### config.mk
export PLATFORM = sky130hd
export DESIGN_NAME = word_request_encoder_flat
export DESIGN_NICKNAME = d
export VERILOG_FILES = /design/src/rtl/word_request_encoder_if.sv /design/src/rtl/word_request_encoder.sv /design/src/flat_wrapper.sv
export SDC_FILE = /design/constraint.sdc
export NUM_CORES = 1
export LEC_CHECK = 0
export CORE_MARGIN = 5
export CORE_UTILIZATION = 55
export DETAILED_ROUTE_END_ITERATION = 8
export HOLD_SLACK_MARGIN = 0.06
export PLACE_DENSITY = 0.89
export SETUP_SLACK_MARGIN = 0.05
export SYNTH_ARGS = -nofsm -noshare
export SYNTH_HDL_FRONTEND = slang
export SYNTH_SLANG_ARGS = --single-unit
### constraint.sdc
create_clock -name clk -period 8.3 [get_ports clk]
set_clock_uncertainty 0.05 [all_clocks]
set_input_delay 0.83 -clock clk [delete_from_list [all_inputs] [get_ports clk]]
set_output_delay 0.83 -clock clk [all_outputs]
set_load 0.01 [all_outputs]
### src/rtl/word_request_encoder_if.sv
// word_request_encoder_if: word-request lines in, address/valid handshake and busy out
interface word_request_encoder_if;
  logic [7:0] word_request;
  logic       ready;
  logic [2:0] address;
  logic       valid;
  logic       busy;
  modport master (input word_request, ready, output address, valid, busy);
  modport slave  (output word_request, ready, input address, valid, busy);
endinterface

### src/rtl/word_request_encoder.sv
// word_request_encoder: round-robin 8-to-3 encoder of sticky word requests into a registered address/valid stream
module word_request_encoder (
  input  logic clk,
  input  logic reset,
  word_request_encoder_if.master bus
);
  logic [7:0] pending_q, pending_d;
  logic [2:0] last_q, last_d, addr_q, addr_d, sel;
  logic       valid_q, valid_d, load, found;
  always_comb begin
    load  = !valid_q || bus.ready;
    found = 1'b0;
    sel   = last_q;
    // descending scan so the nearest index after last wins
    for (int k = 8; k >= 1; k--) begin
      if (pending_q[last_q + 3'(k)]) begin
        found = 1'b1;
        sel   = last_q + 3'(k);
      end
    end
    pending_d = (pending_q & ~((load && found) ? (8'b1 << sel) : 8'h00)) | bus.word_request;
    valid_d   = load ? found : valid_q;
    addr_d    = (load && found) ? sel : addr_q;
    last_d    = (load && found) ? sel : last_q;
  end
  always_ff @(posedge clk or posedge reset) begin
    if (reset) begin
      pending_q <= 8'h00;
      last_q    <= 3'd7;
      addr_q    <= 3'd0;
      valid_q   <= 1'b0;
    end else begin
      pending_q <= pending_d;
      last_q    <= last_d;
      addr_q    <= addr_d;
      valid_q   <= valid_d;
    end
  end
  assign bus.address = addr_q;
  assign bus.valid   = valid_q;
  assign bus.busy    = valid_q | (|pending_q);
endmodule

### src/flat_wrapper.sv
// flat-port wrapper written by rule: the top's interface ports become plain ports
module word_request_encoder_flat 
  (clk, reset, bus_word_request, bus_ready, bus_address, bus_valid, bus_busy);
  word_request_encoder_if bus_i ();
  input  logic clk;
  input  logic reset;
  input wire logic [$bits(bus_i.word_request)-1:0] bus_word_request;
  input wire logic [$bits(bus_i.ready)-1:0] bus_ready;
  output wire logic [$bits(bus_i.address)-1:0] bus_address;
  output wire logic [$bits(bus_i.valid)-1:0] bus_valid;
  output wire logic [$bits(bus_i.busy)-1:0] bus_busy;
  assign bus_i.word_request = bus_word_request;
  assign bus_i.ready = bus_ready;
  assign bus_address = bus_i.address;
  assign bus_valid = bus_i.valid;
  assign bus_busy = bus_i.busy;
  word_request_encoder u_core (.clk(clk), .reset(reset), .bus(bus_i));
endmodule
* Word-level counts from Yosys, hierarchy flattened *
Index checks and enable logic that the tools add are counted.

word-level totals
  register bits after elaboration = 15
  bits in latches = 0
  RAM bits = 0
  memory bits (read-only) = 0
  input bits = 11
  output and inout bits = 5
  word-level logic and storage cells = 60
  memories kept = 0

operators by class
  $add $sub $neg = 7
  $mul = 0
  div/mod/pow operators = 0
  order comparisons = 8
  eq/ne operators = 0
  shift-type cells = 1
  muxes and demuxes = 32
  bitwise operators = 4
  reductions and logical operators = 4

operator list
  operator             count
  $lt 3x4->1 const B   8
  $bmux 1 s3           8
  $mux 3               7
  $mux 1               16
  $add 3x3->3 const B  4
  $and 8x8->8          1
  $mux 8               1
  $not 8->8            1
  $or 8x8->8           1
  $reduce_or 8->1      1
  $shl 1x3->8 const A  1
  $add 3x2->3 const B  2
  $add 3x1->3 const B  1
  $logic_and 1x1->1    1
  $logic_not 1->1      1
  $logic_or 1x1->1     1
  $or 1x1->1           1

* Longest topological paths before layout *
  depth after elaboration = 15
  mapped depth = 12
  gate-level depth less buffers = 8

* Least setup slack after synthesis *
No wires, ideal clock.

  path type = register -> register
  start = register u_core.last_q[1]
  end = register u_core.pending_q[2]
  library setup time = 0.146 ns
  arrival = 2.922 ns
  required time = 8.104 ns
  path slack = 5.181 ns
  stages on the path, launching flop included = 12
  buffers on the path = 3
  clock period less this slack = 3.119 ns
  cell sequence = dfstp_2 buf_2 buf_2 inv_1 ha_1 buf_6 mux2_4 o221a_2 a311o_1 a211oi_1 o2bb2ai_1 a41oi_1

between the ends
  longest elaborated chain between the ends = 15
  elaborated cells on any way between the ends = 44
  those cells by class = add/sub: 7; shift: 1; mux: 32; bitwise: 3; reduce/logical: 1

ends and longest elaborated chain
  element                                           RTL line                                                text
  start, declared                                   word_request_encoder.sv:8                               logic [2:0] last_q, last_d, addr_q, addr_d, sel;
  start signal, assigned                            word_request_encoder.sv:34                              last_q <= last_d;
  $add 3x3->3 or $bmux 1 s3 (tied branches)         word_request_encoder.sv:16, word_request_encoder.sv:18
  $bmux 1 s3 or $mux 1 (tied branches)              word_request_encoder.sv:16                              if (pending_q[last_q + 3'(k)]) begin
  $mux 1 (implied by the code)                      word_request_encoder.sv:16
  $mux 3 or $mux 1 (tied branches) (7 in series)    word_request_encoder.sv:16
  $shl 1x3->8 or $logic_and 1x1->1 (tied branches)  word_request_encoder.sv:21                              pending_d = (pending_q & ~((load && found) ? (8'b1 << sel) : 8'h00)) | bus.word_request;
  $mux 8 (*)                                        word_request_encoder.sv:21
  $not 8->8 (*)                                     word_request_encoder.sv:21
  $and 8x8->8 (*)                                   word_request_encoder.sv:21
  $or 8x8->8 (*)                                    word_request_encoder.sv:21
  named net u_core.pending_d[2]                     word_request_encoder.sv:7                               logic [7:0] pending_q, pending_d;
  end signal, assigned                              word_request_encoder.sv:33                              pending_q <= pending_d;
  end, declared                                     word_request_encoder.sv:7

The timed path passes the listed nets; every way through them passes the cells marked *. The select of a mux whose other input is x is not followed.
A chain may end at the register's enable or synchronous reset.

* Final worst setup path *
  start = register u_core.last_q[0]
  end = register u_core.pending_q[7]

The elaborated chain is that of the path after synthesis.

==> results.md <==
- Fmax: 253.3 MHz
- Outcome: complete, no violations
- Pin count of the biggest net entering global routing: 21
- PwrDens: 470.5 mW/mm²
- DR vias: 1546
- Cts repair resizes: 0
- Drt total wl: 4.672 mm
- Post-synthesis sequential area ratio: 0.2100
- Final Hold Vio Count: 0
- Startpoint types: register
- R2R depth: 8
- Initial Util: 0.5819
- Post-synth net total: 192
- Row cnt: 20
- All-Layer GR Usage: 0.2337
- Average footprint of a synthesized cell: 10.09 µm²
- Hold Path Cell Cnt: 2
- Layout fillers: 268
- Synth warn: 0
- Max H-tree Level: 1
- WS Path Type: register to register
- DRC: 0
- DRT iter0 DRCs: 148
- Cell variety after synth: 51
- CTS Sinks: 15
- CP peak stage delay: 880 ps
- CP Depth: 8
- Die W: 67.30 µm
- CP Capture Type: register
- Core area: 0.003103 mm²
- Drt first pass iters: 4
- N_diodes: 0
- Worst min path class: register to register
- Synth-to-Final Area Change: 7.277%
- CTS Buf Count: 3
- Initial antenna violation count: 0
- Post-synth top flop: dfrtp_1
- Final period util: 0.4757
- Post-route ant nets: 0
- EDFF count, synth: 0
- Worst-path clk slew: 90 ps
- DR WL/cell: 20.86 µm
- TNS Setup: 0 ps
- VDD IR-drop max: 223.3 µV
- IO Pins: 16
- CTS root buffer: clkbuf_4
- Final core utilization: 0.6242
- Most common cell after layout, fill and taps aside: mux4_2
- Async set or reset register ratio after synthesis: 1.000
- HPWL Detailed: 3.504 mm
- Slowest CP cell: dfstp_2
- Die H: 67.30 µm
- GP Congestion: 0.9807
- CP Data Required Time: 8380 ps
- Cell count after synthesis: 179
- Max Cap Violations: 0
- Leak pwr: 0.0007269 µW
- Postcts setup bufs: 0
- Most frequent cells in the layout: mux4_2, nand2_1, inv_1, clkdlybuf4s50_1, dfrtp_1
- CP delay by family, top: multiplexers
- Final slew viol count: 0
- Die area: 0.004529 mm²
- Arr. time, crit path: 4030 ps
- RSZ-0062 raised after global routing: no
- Final Setup Violations: 0
- DR vias/cell: 6.902
- Final net count: 194
- Number of global-route vias before repair: 1576
- Share of layout cells above drive strength 1: 0.2222
- Slew headroom: 0.5670
- Crit path time final: 3948 ps
- Register-to-register setup slack: 4350 ps
- IO Port Bufs: 15
- Clk Latency, worst-skew pair: 290 ps
- CTS tree: done
- Post-Syn Area: 0.001805 mm²
- Worst Path Buf+Inv: 1
- Max Root-Sink Buffers: 2
- Crit path cell chain: inv_4, ha_1, mux2_1, mux4_2, nor3b_1, o21ai_1, a31oi_1, a41oi_1
- Hold buffers post-CTS: 0
- Grt total ovfl: 0
- Critical path fanouts, max: 20
- First-pass GRT wire length: 7.886 mm
- Worst-Margin Slew: 649.5 ps
- Flops & latches, synth: 15
[layout make-up]
class                           count  area, µm²  share of cell area
Inverter                           17      66.31             0.03424
Tap cell                           44      55.05             0.02842
Clock buffer                        4      26.28             0.01357
Timing Repair Buffer               15      150.1             0.07752
Sequential cell                    15      379.1              0.1957
Multi-Input combinational cell    129       1260              0.6505
[metrics by stage]
step | total power [µW] | setup WS [ps] | instances | area [µm²] | hold slack, ps
after CTS | 901.1 | 4426 | 224 | 1937 | 453.6
after detailed placement | 856.0 | 4441 | 220 | 1911 | 435.4
final | 911.3 | 4352 | 224 | 1937 | 445.3
after global placement | 817.6 | 4652 | 220 | 1911 | 414.2
after floorplan | 729.9 | 5181 | 179 | 1805 | 468.5
after global routing | 975.9 | 4176 | 224 | 1937 | 495.4
[state kept, by name (all words and copies together), names as in the netlist]
register,flops
u_core.bus.address,3
u_core.bus.valid,1
u_core.last_q,3
u_core.pending_q,8
[cells in the mapped netlist (4+ instances only)]
master | number | area, µm²
mux2_2 | 4 | 45.04
nor2_1 | 11 | 41.29
mux2i_1 | 10 | 100.1
inv_1 | 16 | 60.06
dfrtp_1 | 12 | 300.3
mux4_2 | 18 | 405.4
buf_2 | 8 | 40.04
clkbuf_1 | 5 | 18.77
nand2_1 | 16 | 60.06
o21ai_1 | 5 | 25.02
a41oi_1 | 9 | 78.83
[path summary, 6_finish.rpt]
check | start | end
worst min-delay path | u_core.bus.address[0] | u_core.bus.address[0]
min in group asynchronous | reset | u_core.pending_q[5]
max in group asynchronous | reset | u_core.last_q[0]
worst max register to register | u_core.last_q[0] | u_core.pending_q[7]
worst min register to register | u_core.bus.address[0] | u_core.bus.address[0]
worst max-delay path | u_core.last_q[0] | u_core.pending_q[7]
[tightest hold or removal path: cells and delay by family (launching register included)]
family | cells | cell delay, ps
AO/OA/AOI/OAI | 1 | 60
flip-flops | 1 | 350
AND/OR/NAND/NOR | 1 | 50
[cells by family (layout without fill, tap and decap cells)]
logic type,Yosys count,in the layout,share of synthesized area
buffers and inverters,35,36,0.09217
XOR/XNOR,8,8,0.04713
flip-flops,15,15,0.2100
adder cells (fa/ha/maj),2,2,0.01386
multiplexers,37,37,0.3437
AND/OR/NAND/NOR,41,41,0.1046
AO/OA/AOI/OAI,41,41,0.1885
[power breakdown]
| group | internal [µW] | switching (µW) |
|---|---|---|
| combinational | 312 | 332 |
| sequential | 111 | 114 |
| clock | 18.7 | 23.8 |
[layer usage]
metal / wire (µm) / vias to the layer above / global-route usage
li1: - / 682 / -
met5: 0 / - / 0
met2: 2329 / 97 / 0.3840
met4: 205 / 0 / 0.1342
met3: 377 / 18 / 0.01997
met1: 1760 / 749 / 0.3013
(Power assumes the default switching activity.)
